**config.mk**
```make
export PLATFORM = sky130hd
export DESIGN_NAME = round_referee
export DESIGN_NICKNAME = d
export VERILOG_FILES = /design/src/rtl/tow_pkg.sv /design/src/rtl/tow_lfsr.sv /design/src/rtl/round_referee.sv
export SDC_FILE = /design/constraint.sdc
export NUM_CORES = 1
export LEC_CHECK = 0
export ABC_CLOCK_PERIOD_IN_PS = 2500
export CAP_MARGIN = 20
export CORE_MARGIN = 2
export CORE_UTILIZATION = 35
export CTS_BUF_LIST = sky130_fd_sc_hd__clkbuf_8
export DETAILED_ROUTE_END_ITERATION = 7
export GPL_ROUTABILITY_DRIVEN = 0
export HOLD_SLACK_MARGIN = 0.02
export PLACE_DENSITY_LB_ADDON = 0.05
export SLEW_MARGIN = 20
export SYNTH_ARGS = -nofsm -noshare
export SYNTH_HDL_FRONTEND = slang
export SYNTH_SLANG_ARGS = --single-unit
```
**constraint.sdc**
```tcl
create_clock -name clk -period 2.5 [get_ports clk]
set_input_delay 0.25 -clock clk [delete_from_list [all_inputs] [get_ports clk]]
set_output_delay 0.25 -clock clk [all_outputs]
set_load 0.1 [all_outputs]
```
**src/rtl/tow_pkg.sv**
```systemverilog
// -----------------------------------------------------------------------------
// tow_pkg -- shared definitions for the tug-of-war round referee.
//   ref_state_e : referee state encoding (IDLE/ARM/LIT/RESULT/DONE)
//   LFSR_SEED   : power-up / reset value of the 16-bit random source
//   LFSR_TAPS   : Galois tap mask for x^16+x^14+x^13+x^11+1 (right-shifting)
//   lfsr_next() : one step of that Galois LFSR
// -----------------------------------------------------------------------------
package tow_pkg;

    typedef enum logic [2:0] {
        IDLE   = 3'd0,
        ARM    = 3'd1,
        LIT    = 3'd2,
        RESULT = 3'd3,
        DONE   = 3'd4
    } ref_state_e;

    localparam logic [15:0] LFSR_SEED = 16'hACE1;
    localparam logic [15:0] LFSR_TAPS = 16'hB400;

    // Right-shift Galois step: the bit falling out of bit 0 folds back
    // through the tap mask. A non-zero state never maps to zero.
    function automatic logic [15:0] lfsr_next(input logic [15:0] cur);
        logic [15:0] nxt;
        nxt = {1'b0, cur[15:1]};
        if (cur[0]) begin
            nxt = nxt ^ LFSR_TAPS;
        end
        return nxt;
    endfunction

endpackage

```
**src/rtl/tow_lfsr.sv**
```systemverilog
// -----------------------------------------------------------------------------
// tow_lfsr -- 16-bit Galois LFSR with enable and synchronous seed load.
// Ports:
//   clk    in   system clock, rising edge
//   load   in   synchronous load of LFSR_SEED (highest priority)
//   en     in   advance one step this cycle
//   lfsr_o out  current LFSR state
// -----------------------------------------------------------------------------
module tow_lfsr
    import tow_pkg::*;
(
    input  logic        clk,
    input  logic        load,
    input  logic        en,
    output logic [15:0] lfsr_o
);

    logic [15:0] lfsr_q;
    logic [15:0] lfsr_d;

    always_comb begin
        lfsr_d = lfsr_q;
        if (en) begin
            lfsr_d = lfsr_next(lfsr_q);
        end
    end

    always_ff @(posedge clk) begin
        if (load) begin
            lfsr_q <= LFSR_SEED;
        end else begin
            lfsr_q <= lfsr_d;
        end
    end

    assign lfsr_o = lfsr_q;

endmodule

```
**src/rtl/round_referee.sv**
```systemverilog
// -----------------------------------------------------------------------------
// round_referee -- sequences one tug-of-war round at a time: random lights-off
// delay (ARM), lights on (LIT), then arbitration of the first push. Flags
// jump-the-light pushes and same-cycle ties, and freezes in DONE once the
// scorer reports victory (only rst leaves DONE).
//
// Optional feature: define FAKE_ROUND_EN to mark rounds armed while
// lfsr[15:14] == 2'b00 as fake. Without it, fake is constant 0.
//
// Ports:
//   clk       in   system clock, rising edge
//   rst       in   synchronous, active-high reset
//   pb_l      in   left button level (debounced, synchronized)
//   pb_r      in   right button level (debounced, synchronized)
//   victory   in   scorer victory level; forces DONE
//   winrnd    out  one-cycle pulse when a round resolves
//   right     out  right player pushed first (held)
//   leds_on   out  lights were on at the resolving push (held)
//   tie       out  both pushed in the same cycle (held)
//   fake      out  last resolved round was fake (held)
//   lights    out  round lights drive, high in LIT only
//   busy      out  high in ARM or LIT
//   dbg_state out  current referee state (ref_state_e encoding)
//
// Handshake: none; inputs are levels, winrnd is a single-cycle strobe that
// the scorer must accept unconditionally, with right/leds_on/tie/fake
// already valid in the same cycle and held until the next resolution.
// -----------------------------------------------------------------------------
module round_referee
    import tow_pkg::*;
#(
    parameter int DELAY_MIN_CYC   = 4,
    parameter int DELAY_RAND_W    = 2,
    parameter int LED_TIMEOUT_CYC = 16,
    parameter int CNT_W           = 8
) (
    input  logic       clk,
    input  logic       rst,
    input  logic       pb_l,
    input  logic       pb_r,
    input  logic       victory,
    output logic       winrnd,
    output logic       right,
    output logic       leds_on,
    output logic       tie,
    output logic       fake,
    output logic       lights,
    output logic       busy,
    output logic [2:0] dbg_state
);

    ref_state_e       state_q, state_d;
    logic [CNT_W-1:0] cnt_q, cnt_d;
    logic             pb_l_q, pb_l_d;
    logic             pb_r_q, pb_r_d;
    logic             fake_rnd_q, fake_rnd_d;
    logic             winrnd_q, winrnd_d;
    logic             right_q, right_d;
    logic             leds_on_q, leds_on_d;
    logic             tie_q, tie_d;
    logic             fake_q, fake_d;
    logic             lights_q, lights_d;
    logic             busy_q, busy_d;

    logic [15:0]      lfsr;
    logic             lfsr_unused;
    logic             push_l, push_r, push_any;
    logic             fake_arm;
    logic [CNT_W-1:0] delay_load;

    // The random source keeps running in every state but DONE.
    tow_lfsr u_lfsr (
        .clk    (clk),
        .load   (rst),
        .en     (state_q != DONE),
        .lfsr_o (lfsr)
    );

    // Only a few LFSR bits are consumed here; the rest are reserved for
    // other random users of the same source.
    assign lfsr_unused = ^lfsr;

    // Rising edges only; pb_*_q resets to 1 so a button held through reset
    // does not count as a push.
    assign push_l   = pb_l & ~pb_l_q;
    assign push_r   = pb_r & ~pb_r_q;
    assign push_any = push_l | push_r;

    assign delay_load = CNT_W'(DELAY_MIN_CYC) + CNT_W'(lfsr[DELAY_RAND_W-1:0]);

`ifdef FAKE_ROUND_EN
    assign fake_arm = (lfsr[15:14] == 2'b00);
`else
    assign fake_arm = 1'b0;
`endif

    // State register (plus all other flops).
    always_ff @(posedge clk) begin
        if (rst) begin
            state_q    <= IDLE;
            cnt_q      <= '0;
            pb_l_q     <= 1'b1;
            pb_r_q     <= 1'b1;
            fake_rnd_q <= 1'b0;
            winrnd_q   <= 1'b0;
            right_q    <= 1'b0;
            leds_on_q  <= 1'b0;
            tie_q      <= 1'b0;
            fake_q     <= 1'b0;
            lights_q   <= 1'b0;
            busy_q     <= 1'b0;
        end else begin
            state_q    <= state_d;
            cnt_q      <= cnt_d;
            pb_l_q     <= pb_l_d;
            pb_r_q     <= pb_r_d;
            fake_rnd_q <= fake_rnd_d;
            winrnd_q   <= winrnd_d;
            right_q    <= right_d;
            leds_on_q  <= leds_on_d;
            tie_q      <= tie_d;
            fake_q     <= fake_d;
            lights_q   <= lights_d;
            busy_q     <= busy_d;
        end
    end

    // Next-state logic, shared down-counter and per-round fake latch.
    always_comb begin
        state_d    = state_q;
        cnt_d      = cnt_q;
        fake_rnd_d = fake_rnd_q;
        pb_l_d     = pb_l;
        pb_r_d     = pb_r;

        case (state_q)
            IDLE: begin
                if (!pb_l && !pb_r) begin
                    state_d    = ARM;
                    cnt_d      = delay_load;
                    fake_rnd_d = fake_arm;
                end
            end
            ARM: begin
                cnt_d = cnt_q - CNT_W'(1);
                if (push_any) begin
                    state_d = RESULT;
                end else if (cnt_q == CNT_W'(1)) begin
                    state_d = LIT;
                    cnt_d   = CNT_W'(LED_TIMEOUT_CYC);
                end
            end
            LIT: begin
                cnt_d = cnt_q - CNT_W'(1);
                if (push_any) begin
                    state_d = RESULT;
                end else if (cnt_q == CNT_W'(1)) begin
                    state_d = IDLE;
                end
            end
            RESULT: begin
                state_d = IDLE;
            end
            DONE: begin
                state_d = DONE;
            end
            default: begin
                state_d = IDLE;
            end
        endcase

        // Victory beats every other transition, including a push this cycle.
        if (victory) begin
            state_d = DONE;
        end
    end

    // Output logic: every output is registered from the next state, so a
    // push seen in cycle N shows as winrnd (with its results) in cycle N+1.
    always_comb begin
        winrnd_d  = (state_d == RESULT);
        lights_d  = (state_d == LIT);
        busy_d    = (state_d == ARM) || (state_d == LIT);
        right_d   = right_q;
        leds_on_d = leds_on_q;
        tie_d     = tie_q;
        fake_d    = fake_q;

        if (state_d == RESULT) begin
            tie_d     = push_l & push_r;
            right_d   = push_r & ~push_l;
            leds_on_d = (state_q == LIT);
            fake_d    = fake_rnd_q;
        end
    end

    assign winrnd    = winrnd_q;
    assign right     = right_q;
    assign leds_on   = leds_on_q;
    assign tie       = tie_q;
    assign fake      = fake_q;
    assign lights    = lights_q;
    assign busy      = busy_q;
    assign dbg_state = state_q;

endmodule

```
### After elaboration in Yosys (flattened, before gate mapping)

Index checks and enable logic that the tools add are counted.
Widths: inputs -> output; s select.

* register bits: 35
* output and inout bits: 10

* $add $sub $neg: 2
* equal/unequal tests: 9
* multiplexer cells: 12
* bitwise operators: 9
* reductions and logical operators: 7

Operator list (count)
* $mux 8: 3
* $pmux 8 s3: 1
* $mux 3: 6
* $mux 16: 1
* $pmux 3 s4: 1
* $eq 3x2->1 const B: 3
* $eq 8x1->1 const B: 1
* $sub 8x1->8 const B: 1
* $eq 3x1->1 const B: 2
* $add 3x2->4 const A: 1
* $and 1x1->1: 4
* $not 3->4: 1
* $eq 3x3->1 const B: 1
* $logic_not 3->1: 1
* $ne 3x3->1 const B: 1
* $not 1->1: 3
* $reduce_bool 3->1: 1
* $logic_not 1->1: 2
* $ne 2x2->1 const B: 1
* $reduce_and 2->1: 1
* $logic_and 1x1->1: 1
* $logic_or 1x1->1: 1
* $or 1x1->1: 1

### Logic depth before layout (Yosys ltp)

Gate-level depths: netlist (run 1).

* depth after elaboration: 8
* mapped depth: 7

### Modules after synthesis

Synthesis (run 1) repeated with hierarchy kept, for this count alone.

* cell total of the unflattened synthesis: 174
* area total of the unflattened synthesis: 1602.8 um^2

By module, submodules not included
* round_referee: times used 1, cells each 118, area each 972.2 um^2, sequential area each 380.4 um^2
* tow_lfsr: times used 1, cells each 56, area each 630.6 um^2, sequential area each 320.3 um^2

### Worst setup path before layout (run 1)

Ideal clock, no wire load.

* path type: register -> register
* start: register state_q[0] (netlist: dbg_state[0])
* end: register cnt_q[7]
* arrival: 2.283 ns
* data required time: 2.405 ns
* setup slack: 0.121 ns
* stages on the path, launching flop included: 6
* buffers on the path: 1
* period minus slack after synthesis: 2.379 ns
* cell sequence: dfxtp_1 buf_2 or2_2 o2111ai_1 or4b_1 a221oi_1

* word-level cells in the longest chain between the ends: 3

RTL lines
* start: declaration: line round_referee.sv:52 `ref_state_e state_q, state_d;`
* start signal: assignment: line round_referee.sv:113 `state_q <= state_d;`
* $eq 3x2->1, or another cell as far along: line round_referee.sv:136 `case (state_q)`
* $reduce_bool 3->1 (no line) or $ne 2x2->1 (tied branches)
* $reduce_and 2->1 (no line)
* end signal: assignment: line round_referee.sv:114 `cnt_q <= cnt_d;`
* end: declaration: line round_referee.sv:53 `logic [CNT_W-1:0] cnt_q, cnt_d;`

Several ways; a longest one is shown, not always the timed one.
A chain may end at the register's enable or synchronous reset.

### Worst setup path in the final report (run 1)

* start: register state_q[2] (netlist: dbg_state[2])
* end: register busy_q (netlist: busy)

* word-level cells in the longest chain between the ends: 6

RTL lines
* $mux 3 (on tied branches): line round_referee.sv:157, round_referee.sv:148
* $mux 3 (on tied branches): line round_referee.sv:155, round_referee.sv:146
* $pmux 3 s4 (*): line round_referee.sv:136
* $mux 3 (*): line round_referee.sv:173 `if (victory) begin`
* $eq 3x1->1 or $eq 3x2->1 (tied branches): line round_referee.sv:183 `busy_d = (state_d == ARM) || (state_d == LIT);`
* $logic_or 1x1->1 (*): line round_referee.sv:183
* end signal: assignment: line round_referee.sv:124 `busy_q <= busy_d;`
* end: declaration: line round_referee.sv:63 `logic busy_q, busy_d;`

Mark *: on every way between the ends. The rest lies on a longest branch, timed or not.

==> results_dict.tcl, run 1 <==
set metrics [dict create \
    post-cts-setup-buffers 0 \
    cp.required_ps 2680 \
    cts_tree "done" \
    rsz0062_at_grt "false" \
    htree_num_levels 2 \
    viasPerCell 5.368 \
    finalHoldViolations 0 \
    io_pins 15 \
    num-nets-final 203 \
    syn_inst 187 \
    synth_cell_types 49 \
    drt_iter0_markers 88 \
    setup_viol 0 \
    syn-num-nets 194 \
    power.leakage_nw 0.6613 \
    critPathLaunchType "flop" \
    grt.overflow.total 0 \
    critical-path-max-stage-delay_ps 600 \
    path_class "flop to flop" \
    seq_power_share_pct 53.8 \
    worst_slew_pin_slew_ps 701.8 \
    cts_made_buffers 5 \
    status "complete, no violations" \
    async_flop_share_pct 0 \
    min_period_over_period_pct 78.53 \
    clkTransAtPathRegs_ps 70 \
    clock_latency_ps 280 \
    start_util_pct 36.79 \
    ys_ff_latch 35 \
    drive_gt1_share_pct 12.31 \
    critPathMaxFanout 15 \
    dp.cells 241 \
    clock_sinks 35 \
    port_buffers 13 \
    power.internal_mw 0.8386 \
    ant_nets 0 \
    cts-root-buf "clkbuf_8" \
    maxSlewHeadroom_pct 53.21 \
    fmax_ghz 0.5094 \
    die_w_um 71.88 \
    totalWireLength_mm 3.430 \
    route.detailed.drc 0 \
    timing.hold.ws_ps 450.7 \
    synth-edff-count 0 \
    grtUsageTotal_pct 13.95 \
    postCtsHoldBufs 0 \
    drt_pass1_iterations 4 \
    skew_ps 8.043 \
    syn_area_um2 1613 \
    setup_tns_ps 0 \
    vias 1326 \
    hold_path.class "flop to flop" \
    rows 24 \
    clock_path_buffers 2 \
    antenna_found_initial 0 \
    wire_per_inst_um 13.89 \
    hpwl_mm 2.440 \
    synth_ff_type "dfxtp_1" \
    grt_pass1_wl_mm 5.671 \
    yosys_warnings 0 \
    areaGrowthSynthToFinish_pct 12.02 \
    insertedDiodeCount 0 \
    slowest_stage "or4_4" \
    avgSynthCellArea_um2 8.625 \
    p_comb_share_pct 14.7 \
    grt_pass1_vias 1216 \
    die_h_um 71.88 \
    seq_area_frac_synth_pct 43.44 \
    grt_max_degree 23 \
    end_kind "flop" \
    power_mw 1.162 \
    drv_slew 0 \
    final.min_clock_period_ps 1963 \
    switching_power_mw 0.3232 \
    switching_share_pct 27.82 \
    cts_resized 0 \
    coreArea_um2 4384 \
    pwr-share-clk_pct 31.5 \
    drv_cap 0 \
    cp.arrival_ps 2140 \
    crit_chain "or4_4 -> or3_1 -> o31a_2 -> a2111oi_4" \
    die_area_um2 5167 \
    finalNonFillerCells 247 \
    power_density_nw_per_um2 643.1 \
    max-vdd-ir-drop_uv 343.9 \
]
[through the flow]
step / setup WS (ps) / area, um2 / utilization, %
6_report: 536.9 / 1807 / 41.21
2_1_floorplan: 121.3 / 1613 / -
3_3_place_gp: 361.9 / 1734 / 39.55
3_5_place_dp: 334.8 / 1734 / 39.55
5_1_grt: 354.2 / 1807 / 41.21
4_1_cts: 517.2 / 1807 / 41.21
[kinds of logic after synthesis]
kind of cell / after synthesis / share of synthesized area [%]
fa+ha+maj: 2 / 1.551
other cells: 1 / 0.2325
flops: 35 / 43.44
buf+inv: 14 / 4.112
compound gates: 44 / 20.25
mux: 2 / 1.319
simple gates: 84 / 26.38
xor+xnor: 5 / 2.716
[state kept, by name, indices dropped and copies added, names as in the netlist]
name           cells
winrnd             1
dbg_state          3
lights             1
leds_on            1
pb_r_q             1
cnt_q              8
right              1
u_lfsr.lfsr_o     16
pb_l_q             1
busy               1
tie                1
[routing by layer]
| layer | wire (um) | GRT usage (%) | share of wire [%] |
|---|---|---|---|
| met1 | 1602 | 17.45 | 47 |
| met2 | 1695 | 22.94 | 49 |
| met3 | 119 | 4.360 | 3.5 |
| met4 | 12 | 4.403 | 0.35 |
| met5 | 0 | 0 | 0 |
[final cells by class]
| cell class | count | area (um2) |
|---|---|---|
| clock buffers | 5 | 68.82 |
| clock inverters | 1 | 3.754 |
| fillers | 467 | 2577 |
| inverters | 2 | 7.507 |
| multi-input cells | 138 | 845.8 |
| flip-flops and latches | 35 | 700.7 |
| well taps | 52 | 65.06 |
| repair buffers | 14 | 115.1 |
[power by group through the flow]
stage               clock network [mW]  logic, mW  registers [mW]
global route                     0.407      0.190           0.630
CTS                              0.382      0.171           0.625
global placement                     0      0.169           0.637
detailed placement                   0      0.170           0.638
finish                           0.366      0.170           0.625
floorplan                            0      0.127           0.640
[Yosys cell counts, drive strengths merged (2+ instances only)]
cell | instances | area share, %
nor2 | 18 | 4.2
dfxtp | 35 | 43
xnor2 | 2 | 1.1
nor3b | 3 | 1.4
a211oi | 7 | 3.3
nand3 | 2 | 0.62
a221oi | 4 | 2.2
nor2b | 2 | 0.78
nand2b | 3 | 1.2
xor2 | 3 | 1.6
a21oi | 11 | 3.4
and2 | 2 | 0.78
buf | 5 | 2.0
o21ai | 6 | 1.9
or3 | 5 | 1.9
o2111ai | 2 | 1.1
nand2 | 30 | 7.0
o21bai | 2 | 0.93
ha | 2 | 1.6
nand3b | 6 | 2.8
clkbuf | 7 | 1.6
inv | 2 | 0.47
nor3 | 3 | 0.93
or2 | 3 | 1.2
or4 | 2 | 1.2
[worst max-delay path, delay by kind of cell, from the launching register on]
| kind | cells | cell delay, ps |
|---|---|---|
| AO/OA/AOI/OAI | 2 | 470 |
| flip-flops | 1 | 450 |
| AND/OR/NAND/NOR | 2 | 940 |
[final timing paths]
kind / from / end / slack [ps] / cells past startpoint
worst max-delay path: dbg_state[2] / busy / 540 / 4
worst min register to register: u_lfsr.lfsr_o[2] / u_lfsr.lfsr_o[2] / 450 / 2
worst max register to register: dbg_state[2] / busy / 540 / 4
worst min-delay path: u_lfsr.lfsr_o[2] / u_lfsr.lfsr_o[2] / 450 / 2
[layout by cell type (no fill, tap or decap), types with 4 or more instances in the layout]
cell / instances
clkbuf_8: 5
o21ai_0: 6
dfxtp_1: 35
a21oi_1: 11
nor2_1: 18
clkdlybuf4s50_1: 4
a211oi_1: 7
nand3b_1: 6
or3_1: 5
buf_4: 10
a221oi_1: 4
nand2_1: 30
Power figures use the tool's default switching activity.
==> run 2: changes to the inputs <==
--- a/config.mk
+++ b/config.mk
@@ -5,7 +5,7 @@
 export SDC_FILE = /design/constraint.sdc
 export NUM_CORES = 1
 export LEC_CHECK = 0
-export ABC_CLOCK_PERIOD_IN_PS = 2500
+export ABC_CLOCK_PERIOD_IN_PS = 1900
 export CAP_MARGIN = 20
 export CORE_MARGIN = 2
 export CORE_UTILIZATION = 35
==> constraint.sdc (replaced) <==
create_clock -name clk -period 1.9 [get_ports clk]
set_input_delay 0.19 -clock clk [delete_from_list [all_inputs] [get_ports clk]]
set_output_delay 0.19 -clock clk [all_outputs]
set_load 0.1 [all_outputs]
==> run 2 against run 1 <==
Critical path depth grew 1; final area is 12% higher; die area is the same; sequential share of layout area down 3.6 points; sequential power increased by 30%; via count is 6.0% higher; first-iteration DRC count is 38% higher; largest cell class unchanged; power grew 62%; register-to-register slack got worse by 390 ps; critical endpoint unchanged; wire length up 5.1%.
==> results_dict.tcl, run 2 (synthesis gave the netlist of run 1 again) <==
set metrics [dict create \
    hold_path.class "flop to flop" \
    postCtsHoldBufs 0 \
    power_mw 1.882 \
    path_class "primary input to flop" \
    rsz0062_at_grt "false" \
    power_density_nw_per_um2 930.5 \
    start_util_pct 36.79 \
    fillers 440 \
    grt_pass1_wl_mm 5.920 \
    clock_sinks 35 \
    status "complete, no violations" \
    cp.required_ps 2090 \
    r2r_cells 6 \
    cts_tree "done" \
    r2r_slack_ps 150 \
    drive_gt1_share_pct 22.64 \
    rr_startpoint "cnt_q[1]" \
    maxSlewHeadroom_pct 64.40 \
    totalWireLength_mm 3.605 \
    areaGrowthSynthToFinish_pct 25.37 \
    setup_tns_ps 0 \
    final_util_pct 46.12 \
    vias 1406 \
    htree_num_levels 2 \
    skew_ps 7.107 \
    cts_made_buffers 5 \
    grt.overflow.total 0 \
    setup_viol 0 \
    largest_reg_flops 16 \
    final.min_clock_period_ps 1755 \
    grt_max_degree 30 \
    end_kind "flop" \
    num-nets-final 218 \
    min_period_over_period_pct 92.34 \
    drv_cap 0 \
    insertedDiodeCount 0 \
    cts_resized 0 \
    max-vdd-ir-drop_uv 500.7 \
    worst_slew_pin_slew_ps 532.8 \
    cp.arrival_ps 1950 \
    drv_slew 0 \
    crit_path_end "busy" \
    power.leakage_nw 0.7664 \
    antenna_found_initial 0 \
    clock_latency_ps 290 \
    viasPerCell 5.326 \
    die_w_um 71.88 \
    layout_commonest_cell "dfxtp_1" \
    r2r-end "winrnd" \
    hpwl_mm 2.577 \
    die_area_um2 5167 \
    critPathLaunchType "primary input" \
    clock_path_buffers 2 \
    drt_iter0_markers 121 \
    clkTransAtPathRegs_ps 70 \
    final_cell_mix "32 x dfxtp_1, 30 x nand2_1, 24 x buf_4" \
    post-cts-setup-buffers 0 \
    rows 24 \
    ant_nets 0 \
    wire_per_inst_um 13.66 \
    port_buffers 13 \
    die_h_um 71.88 \
    cp-startpoint "pb_r" \
    cts-root-buf "clkbuf_8" \
    critPathMaxFanout 2 \
    grt_pass1_vias 1334 \
    drt_pass1_iterations 4 \
    finalHoldViolations 0 \
    grtUsageTotal_pct 14.84 \
    route.detailed.drc 0 \
    io_pins 15 \
    coreArea_um2 4384 \
    fmax_ghz 0.5700 \
]
[run 2: cell types whose count changed in the layout (fill, tap and decap cells not counted), sizes merged]
cell / previous run / this run
bufinv: 0 / 2
buf: 10 / 25
clkinvlp: 0 / 1
inv: 3 / 2
[run 2: critical path, stage by stage]
cell and delay (ps):
clkdlybuf4s50_1 420, or4_4 540, or3_1 380, o31a_2 140
a2111oi_4 280
[run 2: area by class of cell]
| class | count | area, um2 | area share, % |
|---|---|---|---|
| Multi-Input combinational cell | 138 | 860.8 | 42.57 |
| Sequential cell | 35 | 711.9 | 35.21 |
| Timing Repair Buffer | 29 | 240.2 | 11.88 |
| Clock buffer | 5 | 68.82 | 3.403 |
| Clock inverter | 3 | 67.56 | 3.342 |
| Tap cell | 52 | 65.06 | 3.218 |
| Inverter | 2 | 7.507 | 0.3713 |
[run 2: stage by stage]
step	instance area [um2]	hold WS, ps	setup slack (ps)	instances
2_1_floorplan	1627	260.0	14.91	187
3_3_place_gp	1871	439.8	-125.8	256
3_5_place_dp	1871	447.6	-144.3	256
4_1_cts	2007	457.4	60.76	264
5_1_grt	2022	479.3	35.50	264
6_report	2022	453.1	145.5	264
[run 2: layer usage]
layer / share of wire [%] / GRT usage [%] / up-vias / wire length [um]
li1: - / - / 713 / -
met4: 1.6 / 5.870 / 0 / 59
met5: 0 / 0 / - / 0
met3: 3.9 / 4.219 / 7 / 141
met2: 48 / 25.51 / 17 / 1735
met1: 46 / 17.38 / 669 / 1668
[run 2: worst min-delay path by stage]
stage | from | endpoint | depth (start not counted)
floorplan | rst | dbg_state[1] | 1
global placement | u_lfsr.lfsr_o[4] | u_lfsr.lfsr_o[4] | 2
detailed placement | u_lfsr.lfsr_o[8] | u_lfsr.lfsr_o[8] | 2
CTS | u_lfsr.lfsr_o[8] | u_lfsr.lfsr_o[8] | 2
global route | u_lfsr.lfsr_o[2] | u_lfsr.lfsr_o[2] | 2
finish | u_lfsr.lfsr_o[8] | u_lfsr.lfsr_o[8] | 2
[run 2: power by group]
part	total, mW	switching [mW]	internal (mW)
clock network	0.800	0.277	0.523
registers	0.813	0.0340	0.779
logic	0.269	0.158	0.111
==> run 3: changes to the inputs <==
--- a/config.mk
+++ b/config.mk
@@ -6,12 +6,14 @@
 export NUM_CORES = 1
 export LEC_CHECK = 0
 export ABC_CLOCK_PERIOD_IN_PS = 1900
-export CAP_MARGIN = 20
+export CAP_MARGIN = 10
+export CELL_PAD_IN_SITES_DETAIL_PLACEMENT = 2
+export CELL_PAD_IN_SITES_GLOBAL_PLACEMENT = 2
 export CORE_MARGIN = 2
 export CORE_UTILIZATION = 35
 export CTS_BUF_LIST = sky130_fd_sc_hd__clkbuf_8
 export DETAILED_ROUTE_END_ITERATION = 7
-export GPL_ROUTABILITY_DRIVEN = 0
+export GPL_ROUTABILITY_DRIVEN = 1
 export HOLD_SLACK_MARGIN = 0.02
 export PLACE_DENSITY_LB_ADDON = 0.05
 export SLEW_MARGIN = 20
==> run 3 against run 2 <==
Global-route usage increased by 5.4 points; worst hold slack improved by 3.1 ps; critical path depth decreased by 1; power decreased by 13%; sequential share of layout area increased by 0.22 points; non-clock buffer count increased by 3; count of clock-buffer cells in the layout unchanged; die area unchanged; maximum frequency decreased by 2.1%; largest cell class unchanged; highest routed layer unchanged.
==> results_dict.tcl, run 3 (synthesis gave the netlist of run 1 again) <==
set metrics [dict create \
    status "complete, no violations" \
    hold_path.class "flop to flop" \
    r2r_cells 4 \
    final_area_um2 2009 \
    htree_num_levels 2 \
    insertedDiodeCount 0 \
    clock_path_buffers 2 \
    fmax_ghz 0.5577 \
    wire_per_inst_um 17.84 \
    layout_commonest_cell "dfxtp_1" \
    slowest_stage "or3_1" \
    antenna_found_initial 0 \
    cts_resized 0 \
    r2r_slack_ps 110 \
    worst_slew_pin_slew_ps 643.3 \
    power_density_nw_per_um2 816.8 \
    grt_pass1_wl_mm 8.100 \
    final.min_clock_period_ps 1793 \
    cp-startpoint "dbg_state[1]" \
    hpwl_mm 3.584 \
    cp.arrival_ps 1980 \
    cts_tree "done" \
    drv_cap 0 \
    num-nets-final 221 \
    crit_path_end "busy" \
    grt_pass1_vias 1647 \
    io_pins 15 \
    final_cell_mix "32 x dfxtp_1, 30 x nand2_1, 28 x buf_4" \
    die_h_um 71.88 \
    die_area_um2 5167 \
    finalHoldViolations 0 \
    clkTransAtPathRegs_ps 70 \
    vias 1463 \
    grt_max_degree 22 \
    grt.overflow.total 0 \
    route.detailed.drc 0 \
    place_area_um2 1881 \
    critPathMaxFanout 10 \
    areaGrowthSynthToFinish_pct 24.59 \
    place_congestion 0.8013 \
    cts_made_buffers 5 \
    maxSlewHeadroom_pct 56.81 \
    cts-root-buf "clkbuf_8" \
    coreArea_um2 4384 \
    drt_pass1_iterations 2 \
    totalWireLength_mm 4.763 \
    setup_viol 0 \
    die_w_um 71.88 \
    clock_latency_ps 280 \
    clock_sinks 35 \
    rr_startpoint "dbg_state[1]" \
    ant_nets 0 \
    r2r-end "busy" \
    setup_tns_ps 0 \
    cp_top_family "compound AO/OA/AOI/OAI gates" \
    largest_reg_flops 16 \
    drt_iter0_markers 96 \
    cp.required_ps 2090 \
    post-cts-setup-buffers 0 \
    max-vdd-ir-drop_uv 409.2 \
    crit_chain "xnor2_1 -> or3_1 -> a31o_2 -> a2111oi_4" \
    drive_gt1_share_pct 24.65 \
    skew_ps 7.360 \
    crit_buf_inv 0 \
    path_class "flop to flop" \
    fillers 496 \
    start_util_pct 36.79 \
    viasPerCell 5.479 \
    rows 24 \
    grtUsageTotal_pct 20.26 \
    min_period_over_period_pct 94.37 \
    end_kind "flop" \
    critPathLaunchType "flop" \
    postCtsHoldBufs 0 \
    cp_num_cells 4 \
    port_buffers 13 \
    critical-path-max-stage-delay_ps 430 \
    drv_slew 0 \
    power.leakage_nw 0.7639 \
]
run 3: through the flow:
stage | instances | worst slack (ps) | power (mW) | hold WS (ps) | util (%)
detailed placement | 259 | -156.6 | 1.114 | 447.9 | 42.89
finish | 267 | 106.9 | 1.641 | 456.2 | 45.83
global placement | 259 | -125.8 | 1.095 | 440.9 | 42.89
global route | 267 | -5.184 | 1.743 | 483.4 | 45.83
CTS | 267 | 0.5715 | 1.657 | 459.0 | 44.89
floorplan | 187 | 14.91 | 1.007 | 260.0 | -
run 3: how the worst min path moves through the flow:
stage	start	to	slack (ps)	cells after the start
finish	u_lfsr.lfsr_o[3]	u_lfsr.lfsr_o[3]	460	2
global route	u_lfsr.lfsr_o[3]	u_lfsr.lfsr_o[3]	480	2
CTS	u_lfsr.lfsr_o[3]	u_lfsr.lfsr_o[3]	460	2
detailed placement	u_lfsr.lfsr_o[3]	u_lfsr.lfsr_o[3]	450	2
global placement	u_lfsr.lfsr_o[8]	u_lfsr.lfsr_o[8]	440	2
floorplan	rst	dbg_state[1]	260	1
run 3: layout make-up:
class                      count  area [um2]  share of cell area, %
clock buffer                   5       68.82                  3.425
clock inverter                 3       18.77                 0.9340
inverter                       2       7.507                 0.3736
multi-input combinational    138       887.1                  44.15
sequential                    35       711.9                  35.43
tap                           52       65.06                  3.238
timing repair buffer          32       250.2                  12.45
run 3: worst register-to-register path: stages (launching register included):
cell,delay (ps)
dfxtp_4,400
xnor2_1,270
or3_1,430
a31o_2,270
a2111oi_4,330
run 3: report_power, final:
part / internal, mW / switching (mW) / leakage (nW)
combinational: 0.115 / 0.177 / 0.430
clock: 0.256 / 0.277 / 0.0445
sequential: 0.779 / 0.0389 / 0.290
total: 1.15 / 0.492 / 0.764
run 3: per-layer routing:
layer	track usage, %	share of wire [%]
met1	25.02	44
met2	36.21	53
met3	3.797	2.1
met4	5.031	0.36
met5	0	0
